`src/rtl/usb_crc_pkg.sv`:
```
// ----------------------------------------------------------------------------
// usb_crc_pkg
//   Definitions shared by the USB CRC16 transmit generator and receive checker.
//   It holds the transmit FSM state encoding and the CRC16 constants: the
//   polynomial, the seed, and the residual that a good packet leaves behind.
// ----------------------------------------------------------------------------
package usb_crc_pkg;

    typedef enum logic [1:0] {
        IDLE = 2'd0,
        DATA = 2'd1,
        CRC  = 2'd2
    } crc_tx_state_t;

    localparam logic [15:0] CRC16_POLY     = 16'h8005;
    localparam logic [15:0] CRC16_INIT     = 16'hFFFF;
    localparam logic [15:0] CRC16_RESIDUAL = 16'h800D;

endpackage

```
`src/rtl/crc16_lfsr_step.sv`:
```
// ----------------------------------------------------------------------------
// crc16_lfsr_step
//   Combinational single-bit step of the serial CRC LFSR (MSB-out form). The
//   generator and the checker both use this block, so the two ends of the
//   link share one polynomial implementation.
// Ports
//   crc_in   [CRC_W-1:0]  current CRC register
//   bit_in                serial bit being accepted
//   crc_next [CRC_W-1:0]  CRC register after accepting bit_in
// ----------------------------------------------------------------------------
module crc16_lfsr_step
    import usb_crc_pkg::*;
#(
    parameter int               CRC_W = 16,
    parameter logic [CRC_W-1:0] POLY  = CRC16_POLY
) (
    input  logic [CRC_W-1:0] crc_in,
    input  logic             bit_in,
    output logic [CRC_W-1:0] crc_next
);

    logic fb;

    // The x^CRC_W term is implicit: it is the bit that shifts out of the MSB.
    assign fb       = bit_in ^ crc_in[CRC_W-1];
    assign crc_next = {crc_in[CRC_W-2:0], 1'b0} ^ (fb ? POLY : '0);

endmodule

```
`src/rtl/crc_16_generator.sv`:
```
// ----------------------------------------------------------------------------
// crc_16_generator
//   USB transmit-side CRC16 unit that sits ahead of bit-stuffing/NRZI. It
//   echoes the serial payload one clock after each shift_en strobe while it
//   folds every bit into the CRC. After the last payload bit it appends the
//   16 inverted CRC bits, MSB first.
// Ports
//   clk        system clock (rising edge)
//   n_rst      synchronous reset, active low
//   start      begin a packet (sampled only in IDLE)
//   no_data    with start: zero-length payload, go straight to the CRC phase
//   abort      drop the current packet and return to IDLE
//   shift_en   one-cycle bit strobe at the USB bit rate
//   data_in    payload bit, LSB of each byte first
//   data_last  marks the final payload bit
//   data_out   registered serial output bit
//   out_valid  pulse: data_out was updated this cycle
//   crc_phase  data_out holds a CRC bit
//   busy       in the DATA or CRC state
//   done       pulse with the out_valid of the 16th CRC bit
// ----------------------------------------------------------------------------
module crc_16_generator
    import usb_crc_pkg::*;
#(
    parameter int               CRC_W = 16,
    parameter logic [CRC_W-1:0] POLY  = CRC16_POLY,
    parameter logic [CRC_W-1:0] INIT  = CRC16_INIT
) (
    input  logic clk,
    input  logic n_rst,
    input  logic start,
    input  logic no_data,
    input  logic abort,
    input  logic shift_en,
    input  logic data_in,
    input  logic data_last,
    output logic data_out,
    output logic out_valid,
    output logic crc_phase,
    output logic busy,
    output logic done
);

    localparam int               CNT_W    = $clog2(CRC_W);
    localparam logic [CNT_W-1:0] CNT_LAST = CNT_W'(CRC_W - 1);

    crc_tx_state_t    state_q, state_d;
    logic [CRC_W-1:0] crc_q, crc_d;
    logic [CNT_W-1:0] bit_cnt_q, bit_cnt_d;
    logic             data_out_q, data_out_d;
    logic             out_valid_q, out_valid_d;
    logic             crc_phase_q, crc_phase_d;
    logic             busy_q, busy_d;
    logic             done_q, done_d;
    logic [CRC_W-1:0] crc_step;

    crc16_lfsr_step #(
        .CRC_W (CRC_W),
        .POLY  (POLY)
    ) u_lfsr_step (
        .crc_in   (crc_q),
        .bit_in   (data_in),
        .crc_next (crc_step)
    );

    always_comb begin
        state_d     = state_q;
        crc_d       = crc_q;
        bit_cnt_d   = bit_cnt_q;
        data_out_d  = data_out_q;
        crc_phase_d = crc_phase_q;
        busy_d      = busy_q;
        out_valid_d = 1'b0;
        done_d      = 1'b0;

        if (abort && (state_q != IDLE)) begin
            state_d     = IDLE;
            crc_d       = INIT;
            bit_cnt_d   = '0;
            busy_d      = 1'b0;
            crc_phase_d = 1'b0;
        end else if (!abort) begin
            unique case (state_q)
                IDLE: begin
                    // A strobe arriving together with start is discarded.
                    if (start) begin
                        state_d     = no_data ? CRC : DATA;
                        crc_d       = INIT;
                        bit_cnt_d   = '0;
                        busy_d      = 1'b1;
                        crc_phase_d = 1'b0;
                    end
                end
                DATA: begin
                    if (shift_en) begin
                        data_out_d  = data_in;
                        out_valid_d = 1'b1;
                        crc_phase_d = 1'b0;
                        crc_d       = crc_step;
                        if (data_last) begin
                            state_d   = CRC;
                            bit_cnt_d = '0;
                        end
                    end
                end
                CRC: begin
                    // Shifting in ones restores the register to INIT
                    // after the 16 inverted bits have gone out.
                    if (shift_en) begin
                        data_out_d  = ~crc_q[CRC_W-1];
                        crc_d       = {crc_q[CRC_W-2:0], 1'b1};
                        crc_phase_d = 1'b1;
                        out_valid_d = 1'b1;
                        if (bit_cnt_q == CNT_LAST) begin
                            done_d  = 1'b1;
                            busy_d  = 1'b0;
                            state_d = IDLE;
                        end else begin
                            bit_cnt_d = bit_cnt_q + 1'b1;
                        end
                    end
                end
                default: state_d = IDLE;
            endcase
        end
    end

    always_ff @(posedge clk) begin
        if (!n_rst) begin
            state_q     <= IDLE;
            crc_q       <= INIT;
            bit_cnt_q   <= '0;
            data_out_q  <= 1'b0;
            out_valid_q <= 1'b0;
            crc_phase_q <= 1'b0;
            busy_q      <= 1'b0;
            done_q      <= 1'b0;
        end else begin
            state_q     <= state_d;
            crc_q       <= crc_d;
            bit_cnt_q   <= bit_cnt_d;
            data_out_q  <= data_out_d;
            out_valid_q <= out_valid_d;
            crc_phase_q <= crc_phase_d;
            busy_q      <= busy_d;
            done_q      <= done_d;
        end
    end

    assign data_out  = data_out_q;
    assign out_valid = out_valid_q;
    assign crc_phase = crc_phase_q;
    assign busy      = busy_q;
    assign done      = done_q;

endmodule
```
`config.mk`:
```
export PLATFORM = sky130hd
export DESIGN_NAME = crc_16_generator
export DESIGN_NICKNAME = d
export VERILOG_FILES = /design/src/rtl/usb_crc_pkg.sv /design/src/rtl/crc16_lfsr_step.sv /design/src/rtl/crc_16_generator.sv
export SDC_FILE = /design/constraint.sdc
export NUM_CORES = 1
export LEC_CHECK = 0
export ABC_AREA = 1
export CAP_MARGIN = 20
export CELL_PAD_IN_SITES_DETAIL_PLACEMENT = 1
export CELL_PAD_IN_SITES_GLOBAL_PLACEMENT = 1
export CORE_AREA = 2 2 65 67
export DETAILED_ROUTE_END_ITERATION = 16
export DIE_AREA = 0 0 67 69
export PLACE_DENSITY = 0.82
export SKIP_LAST_GASP = 1
export SLEW_MARGIN = 20
export SYNTH_ARGS = -nofsm -noshare
export SYNTH_HDL_FRONTEND = slang
export SYNTH_SLANG_ARGS = --single-unit
```
`constraint.sdc`:
```
create_clock -name clk -period 1.73 [get_ports clk]
set_input_delay 0.346 -clock clk [delete_from_list [all_inputs] [get_ports clk]]
set_output_delay 0.346 -clock clk [all_outputs]
set_load 0.01 [all_outputs]
```
* Word-level counts from Yosys, hierarchy flattened *
Index checks and enable logic that the tools add are counted.

cells by class
  add/sub/neg operators = 1
  eq/ne operators = 9
  mux-type cells = 31
  bitwise gates (word level) = 9
  reduce and logical (&&, ||, !) cells = 15

operators with widths
  cell                 count
  $mux 16              4
  $pmux 16 s3          1
  $mux 4               5
  $xor 16x16->16       1
  $reduce_and 5->1     3
  $mux 2               6
  $ne 2x2->1 const B   6
  $pmux 4 s3           1
  $mux 1               10
  $not 1->1            7
  $reduce_and 7->1     1
  $pmux 2 s3           1
  $reduce_and 6->1     1
  $reduce_bool 2->1    3
  $reduce_or 5->1      1
  $add 4x1->4 const B  1
  $eq 4x4->1 const B   1
  $pmux 1 s2           2
  $reduce_or 2->1      2
  $reduce_or 4->1      1
  $pmux 1 s3           1
  $reduce_bool 3->1    1
  $eq 2x1->1 const B   1
  $eq 2x2->1 const B   1
  3 further kinds      3

word-level totals
  register bits after elaboration = 27
  bits of input ports = 8
  output and inout port bits = 5
  logic and storage cells = 73

* Longest topological paths before layout *
Gate-level depths: netlist (run 1).

  word-level depth = 5
  mapped depth = 10
  mapped depth without buffers = 9

* Modules after synthesis *
Synthesis (run 1) repeated with hierarchy kept, for this count alone.

unflattened totals
  cells, all modules = 256
  area total of the unflattened synthesis = 1641.6 um2

modules (own cells, without submodules)
  module            instances  cells each  area each (um2)  seq. area each (um2)
  crc_16_generator  1          227         1475.2           540.5
  crc16_lfsr_step   1          29          166.4            0.0

* Least setup slack after synthesis (run 1) *
No wires, ideal clock.

  kind = flip-flop to flip-flop
  start point = reg state_q[0]
  end point = reg crc_q[10]
  library setup time = 0.122 ns
  arrival = 1.322 ns
  required time = 1.608 ns
  setup slack = 0.286 ns
  cell stages (with the launch flop) = 9
  path buffers = 2
  period minus slack after synthesis = 1.444 ns
  path through = dfxtp_1 inv_1 ha_1 buf_6 o21ai_2 nand3_2 buf_2 nand2_1 nand3_1

between the ends
  word-level cells in the longest chain between the ends = 3
  elaborated cells between the ends (all ways) = 12
  classes of those cells = eq/ne (5); mux (1); reduce/logical (6)

ends and longest elaborated chain
  item                                                                         RTL line                 source
  start: declaration                                                           crc_16_generator.sv:47   crc_tx_state_t state_q, state_d;
  start signal: assignment                                                     crc_16_generator.sv:139  state_q <= state_d;
  $eq 2x1->1, or another cell as far along                                     crc_16_generator.sv:83   unique case (state_q)
  $ne 2x2->1 (no source line), or another cell as far along                    --
  $reduce_and 5->1 (no source line) / $reduce_or 2->1 (equally long branches)  --
  end signal: assignment                                                       crc_16_generator.sv:140  crc_q <= crc_d;
  end: declaration                                                             crc_16_generator.sv:48   logic [CRC_W-1:0] crc_q, crc_d;

Several ways; a longest one is shown, not always the timed one.
A chain may end at the register's enable or synchronous reset.

* Worst setup path after layout (run 1) *
  start point = reg state_q[1]
  end point = reg crc_q[1]

The elaborated chain is that of the path after synthesis.

==> qor.yml, run 1 <==
synth:
  ys_types: 24
  synth_area_leaders: "dfxtp_1 36%, nand2_1 19%, nand3_1 6.0%, o21ai_0 5.7%, inv_1 5.2%"
  synthArstFlopShare: 0
  yosysWarnings: 0
  synth_top_flop_cell: "dfxtp_1"
  synthTopCellsByCount: "75 x nand2_1, 27 x dfxtp_1, 21 x inv_1"
  ys_ff_latch: 27
  synthCells: 224
  synth.avg_cell_area_um2: 6.70
  synth_most_common_cell: "nand2_1"
  ys_seq_area_frac: 0.360
  syn_nets: 238
  syn_area_um2: 1500
  synth_top_cell_area_share: 0.360
  synth_edf_count: 0
  synth_top_area_cell: "dfxtp_1"
detailed_routing:
  wl_per_cell_um: 12.9
  route.detailed.drc: 0
  finalWirelength_um: 3740
  num_vias: 1447
  routed_via_density: 4.97
  first_iter_violations: 44
  final_antenna_net_count: 0
  firstDrtPassIters: 4
sta:
  hold_violations: 0
  skew_ns: 0.00343
  finalSetupViolCount: 0
  rsz0062_at_grt: "false"
  drv_slew: 0
  fin_setup_tns_ns: 0
  min_period_ns: 1.56
  setup_ws_ns: 0.174
  fmax_mhz: 643
  maxSlewHeadroom: 0.813
  period_share: 0.899
  tightest_slew_ns: 0.280
place:
  dp.final_hpwl_um: 2780
  io_buffers: 12
  preCtsSetupSlack_ns: 0.0102
  place.gp.congestion: 0.797
global_route:
  track_usage: 0.173
  globalRoute.totalOverflow: 0
  grt_pass1_wl_um: 6420
  antenna_found_initial: 0
  grt_max_degree: 19
  grt_pass1_vias: 1414
finish:
  multi_input_area_um2: 820
  antenna_cells: 0
  drive_gt1_frac: 0.137
  regArea_um2: 541
  syn2layout_area_growth_pct: 17.5
  fillerInstances: 539
  nets: 256
pwr:
  ir_worst_vdd_v: 0.000450
  leakagePower_nw: 0.812
  powerDensity_nw_per_um2: 1120
setup_path:
  worst_setup_path_end_kind: "flip-flop"
  crit_fanout: 10
  cp_slowest_stage_delay_ns: 0.37
  reg2reg_depth: 8
  r2r-end: "crc_q[1]$_SDFFE_PP1P_"
  critical_path.cell_chain: "inv_1 > ha_1 > nand2_2 > nand2_2 > nor2_4 > buf_4 > a21oi_1 > o21ai_1"
  cp-startpoint: "state_q[1]$_SDFFE_PP0P_"
  cp.depth: 8
  cp.arrival_ns: 1.77
  critPathKind: "flip-flop to flip-flop"
  crit_top_cell: "nand2_2"
  critPathLaunchType: "flip-flop"
  r2r_slack_ns: 0.17
  path_delay_family: "flip-flops"
  endpoint: "crc_q[1]$_SDFFE_PP1P_"
  crit_buf_inv: 2
  critPathSlowestCell: "dfxtp_1"
  cp_data_required_time_ns: 1.95
  r2r_start: "state_q[1]$_SDFFE_PP0P_"
worst_hold_path:
  hp-class: "flip-flop to flip-flop"
status:
  status: "complete, no violations"
floorplanning:
  core_area_um2: 3910
  die_area_um2: 4620
  die_w_um: 67
  initial_core_util: 0.384
  die_h_um: 69
  io_pins: 13
  num_rows: 23
clock_network:
  cts_root_buffer: "clkbuf_8"
  cts_buffers: 3
  cts_buffer_depth: 2
  cts_tree: "built"
  htreeDepth: 1
  insertion_delay_ns: 0.28
  clk_pin_slew_ns: 0.10
  cts_hold_buf: 0
  cts.sinks: 27
job:
  maxCapViolCount: 0
==> worst min-delay path by stage <==
stage	start	endpoint	slack, ns	cells after the start
final	data_out$_SDFFE_PN0P_	data_out$_SDFFE_PN0P_	0.45	2
after global routing	data_out$_SDFFE_PN0P_	data_out$_SDFFE_PN0P_	0.47	2
after CTS	data_out$_SDFFE_PN0P_	data_out$_SDFFE_PN0P_	0.46	2
after detailed placement	crc_q[5]$_SDFFE_PP1P_	crc_q[5]$_SDFFE_PP1P_	0.44	2
after global placement	crc_q[8]$_SDFFE_PP1P_	crc_q[8]$_SDFFE_PP1P_	0.43	2
after floorplan	crc_q[10]$_SDFFE_PP1P_	crc_q[10]$_SDFFE_PP1P_	0.42	2
==> through the flow <==
step                      cell area [um^2]  hold WS [ns]   util  total power, mW  cells
after global routing                  1760         0.472  0.451             2.13    291
final                                 1760         0.452  0.451             1.98    291
after floorplan                       1500         0.423      -             1.36    224
after CTS                             1760         0.459  0.449             1.99    291
after global placement                1710         0.434  0.436             1.58    287
after detailed placement              1710         0.438  0.436             1.61    287
==> tightest hold or removal path: cells and delay by family, from the launching register on <==
family / cells / cell delay, ns
AOI/OAI and AO/OA: 1 / 0.05
buffers and inverters: 1 / 0.05
DFF: 1 / 0.32
==> repair_timing <==
item,CTS,global route
setup buffers,0,0
gates resized for setup,0,3
endpoints found under the setup margin,0,18
==> layout make-up <==
cell class / count / area share
Timing Repair Buffer: 23 / 0.115
Inverter: 24 / 0.0511
Sequential cell: 27 / 0.306
Clock inverter: 1 / 0.00426
Clock buffer: 3 / 0.0234
Tap cell: 50 / 0.0355
Multi-Input combinational cell: 163 / 0.465
==> cell families after synthesis <==
family,share of synthesized area
XOR/XNOR,0.00583
AO/OA/AOI/OAI,0.129
AND/OR/NAND/NOR,0.355
buffers and inverters,0.100
adder cells (fa/ha/maj),0.0500
flip-flops,0.360
==> power by group <==
| group | switching (mW) | leakage [nW] | internal [mW] |
|---|---|---|---|
| logic | 0.499 | 0.569 | 0.317 |
| registers | 0.0598 | 0.222 | 0.720 |
| clock network | 0.217 | 0.0217 | 0.164 |
| total | 0.776 | 0.812 | 1.20 |
==> routing by layer <==
metal / global-route usage / share of wire
met4: 0.0476 / 0.011
met3: 0.0245 / 0.025
met1: 0.231 / 0.50
met5: 0 / 0
met2: 0.287 / 0.46
==> registers in the layout, indices dropped and copies added (netlist names) <==
name,cells
state_q,2
crc_phase,1
bit_cnt_q,4
data_out,1
busy,1
done,1
out_valid,1
crc_q,16
==> placed cells by master (no fill, tap or decap), types with 3 or more instances in the layout <==
cell type,Yosys,final
clkbuf_8,0,3
o21ai_0,17,17
ha_1,6,4
buf_4,0,11
nand4_1,6,6
inv_2,3,3
a21oi_1,10,9
o21ai_1,3,3
dfxtp_1,27,27
inv_1,21,21
nor2_1,13,13
clkdlybuf4s50_1,0,12
nand3_1,18,18
nand2_2,4,4
nand2_1,75,75
Power figures use the tool's default switching activity.
==> run 2, diff against run 1 <==
--- a/config.mk
+++ b/config.mk
@@ -9,10 +9,12 @@
 export CAP_MARGIN = 20
 export CELL_PAD_IN_SITES_DETAIL_PLACEMENT = 1
 export CELL_PAD_IN_SITES_GLOBAL_PLACEMENT = 1
-export CORE_AREA = 2 2 65 67
+export CORE_AREA = 2 2 61 63
+export CTS_BUF_LIST = sky130_fd_sc_hd__clkbuf_4
 export DETAILED_ROUTE_END_ITERATION = 16
-export DIE_AREA = 0 0 67 69
-export PLACE_DENSITY = 0.82
+export DIE_AREA = 0 0 63 65
+export DONT_BUFFER_PORTS = 1
+export PLACE_DENSITY = 0.84
 export SKIP_LAST_GASP = 1
 export SLEW_MARGIN = 20
 export SYNTH_ARGS = -nofsm -noshare
==> run 2 against run 1 <==
Compared with the run above: die area is 11% lower; sequential cell count stayed put; routed wire length is 2.1% lower; worst setup slack worse by 0.033 ns; critical endpoint is now bit_cnt_q[0]$_SDFFE_PP0P_; largest power group is now registers; highest routed layer unchanged.
==> qor.yml, run 2 (same netlist as run 1, synthesis figures left out) <==
sta:
  finalSetupViolCount: 0  # unchanged
  maxSlewHeadroom: 0.783  # -0.0300
  min_period_ns: 1.59  # +0.0330 ns
  fin_setup_tns_ns: 0  # unchanged
  fmax_mhz: 629  # -2.1%
  period_share: 0.919  # +0.0191
  skew_ns: 0.00173  # -0.00170 ns
  drv_slew: 0  # unchanged
  hold_violations: 0  # unchanged
  rsz0062_at_grt: "false"
  tightest_slew_ns: 0.326  # +0.0454 ns
finish:
  final_cell_mix: "75 x nand2_1, 27 x dfxtp_1, 21 x inv_1"
  largest_registers: "crc_q x16, bit_cnt_q x4, state_q x2"
  largest-register: "crc_q"
  nets: 241  # -5.9%
  syn2layout_area_growth_pct: 6.42
  layout_commonest_cell: "nand2_1"
  drive_gt1_frac: 0.128  # -0.00861
  stdcell_count: 274  # -5.8%
  largest_reg_flops: 16  # unchanged
  antenna_cells: 0  # unchanged
pwr:
  ir_worst_vdd_v: 0.000407  # -9.5%
  leakagePower_nw: 0.749  # -7.8%
  p_clk_frac: 0.164  # -0.029
  powerDensity_nw_per_um2: 1150  # +2.8%
  power_frac_comb: 0.408  # -0.005
  switching_power_mw: 0.765  # -1.4%
  p_int_mw: 1.08  # -10%
  seqPwrFrac: 0.428  # +0.034
  switching_share: 0.416  # +0.0229
global_route:
  track_usage: 0.197  # +0.0242
  grt_max_degree: 19  # unchanged
  antenna_found_initial: 0  # unchanged
  grt_pass1_wl_um: 6440  # +0.31%
  grt_pass1_vias: 1388  # -1.8%
  globalRoute.totalOverflow: 0  # unchanged
setup_path:
  reg2reg_depth: 8  # unchanged
  critical_path.cell_chain: "buf_4 > ha_1 > nor2_2 > nand2_2 > nor2_4 > nand2_1 > o21ai_0 > nor2_1"
  cp_data_required_time_ns: 1.99  # +0.04 ns
  critPathKind: "flip-flop to flip-flop"
  critPathLaunchType: "flip-flop"
  crit_buf_inv: 1  # -1
  cp.arrival_ns: 1.84  # +0.07 ns
  cp-startpoint: "state_q[0]$_SDFFE_PP0P_"
  critPathSlowestCell: "dfxtp_1"
  cp.depth: 8  # unchanged
  path_delay_family: "simple AND/OR/NAND/NOR gates"
  cp_slowest_stage_delay_ns: 0.35  # -0.02 ns
  worst_setup_path_end_kind: "flip-flop"
  r2r_start: "state_q[0]$_SDFFE_PP0P_"
  crit_fanout: 5  # -5
clock_network:
  cts_tree: "built"
  insertion_delay_ns: 0.34  # +0.06 ns
  htreeDepth: 1  # unchanged
  cts_buffers: 3  # unchanged
  clk_pin_slew_ns: 0.16  # +0.06 ns
  cts_root_buffer: "clkbuf_4"
  cts.sinks: 27  # unchanged
  cts_setup_buffers: 0  # unchanged
  cts_buffer_depth: 2  # unchanged
detailed_routing:
  num_vias: 1385  # -4.3%
  wl_per_cell_um: 13.4  # +4.0%
  routed_via_density: 5.05  # +1.7%
  route.detailed.drc: 0  # unchanged
  first_iter_violations: 67  # +52%
  finalWirelength_um: 3660  # -2.1%
  firstDrtPassIters: 3  # -1
  final_antenna_net_count: 0  # unchanged
job:
  maxCapViolCount: 0  # unchanged
floorplanning:
  io_pins: 13  # unchanged
  die_area_um2: 4100  # -11%
  initial_core_util: 0.429  # +0.0459
  die_w_um: 63  # -6.0%
  core_area_um2: 3500  # -11%
  num_rows: 22  # -4.3%
  die_h_um: 65  # -5.8%
status:
  status: "complete, no violations"
place:
  io_buffers: 0  # -12
  placed_cells: 270  # -5.9%
  place.gp.congestion: 0.804  # +0.89%
  dp.final_hpwl_um: 2690  # -3.5%
worst_hold_path:
  hold-path-cell-count: 2  # unchanged
  hp-class: "input port to flip-flop"
  worstHoldStart: "n_rst"
[run 2: power groups by stage]
stage	Clock, mW	Sequential, mW	Combinational [mW]
after floorplan	0	0.784	0.580
after global placement	0	0.797	0.722
after detailed placement	0	0.800	0.743
after CTS	0.312	0.789	0.748
after global routing	0.328	0.801	0.867
final	0.302	0.787	0.751
[run 2: per-layer routing]
| layer | global-route usage | vias to the layer above | wire length [um] |
|---|---|---|---|
| li1 | - | 717 | - |
| met1 | 0.257 | 657 | 1790 |
| met2 | 0.339 | 7 | 1800 |
| met3 | 0.0226 | 4 | 42 |
| met4 | 0.0667 | 0 | 34 |
| met5 | 0 | - | 0 |
[run 2: timing repair]
action,CTS,global route
hold buffers,0,0
gates resized for setup,0,2
endpoints found under the setup margin,0,5
[run 2: final cells by class]
class                   instances  area [um^2]
clock buffers                   3         22.5
repair buffers                  8         60.1
flip-flops and latches         27          541
inverters                      24         90.1
clock inverters                 1         7.51
fillers                       476         1900
well taps                      48         60.1
multi-input cells             163          817
[run 2: through the flow]
step / cell area (um^2) / hold slack (ns) / util / power, mW / setup slack (ns)
2_1_floorplan: 1500 / 0.423 / - / 1.36 / 0.286
3_3_place_gp: 1560 / 0.433 / 0.447 / 1.52 / 0.153
3_5_place_dp: 1560 / 0.438 / 0.447 / 1.54 / 0.129
4_1_cts: 1590 / 0.123 / 0.455 / 1.85 / 0.104
5_1_grt: 1600 / 0.134 / 0.457 / 2.00 / 0.0394
6_report: 1600 / 0.133 / 0.457 / 1.84 / 0.141
[run 2: worst register-to-register path: cells and delay by family, from the launching register on]
kind | cells | cell delay, ns
compound gates | 1 | 0.20
fa+ha+maj | 1 | 0.20
buf+inv | 1 | 0.14
flops | 1 | 0.35
simple gates | 5 | 0.61
[run 2: path summary, 6_finish.rpt]
path / endpoint / slack, ns
max: bit_cnt_q[0]$_SDFFE_PP0P_ / 0.14
min: data_out$_SDFFE_PN0P_ / 0.13
max reg2reg: bit_cnt_q[0]$_SDFFE_PP0P_ / 0.14
min reg2reg: crc_q[3]$_SDFFE_PP1P_ / 0.48
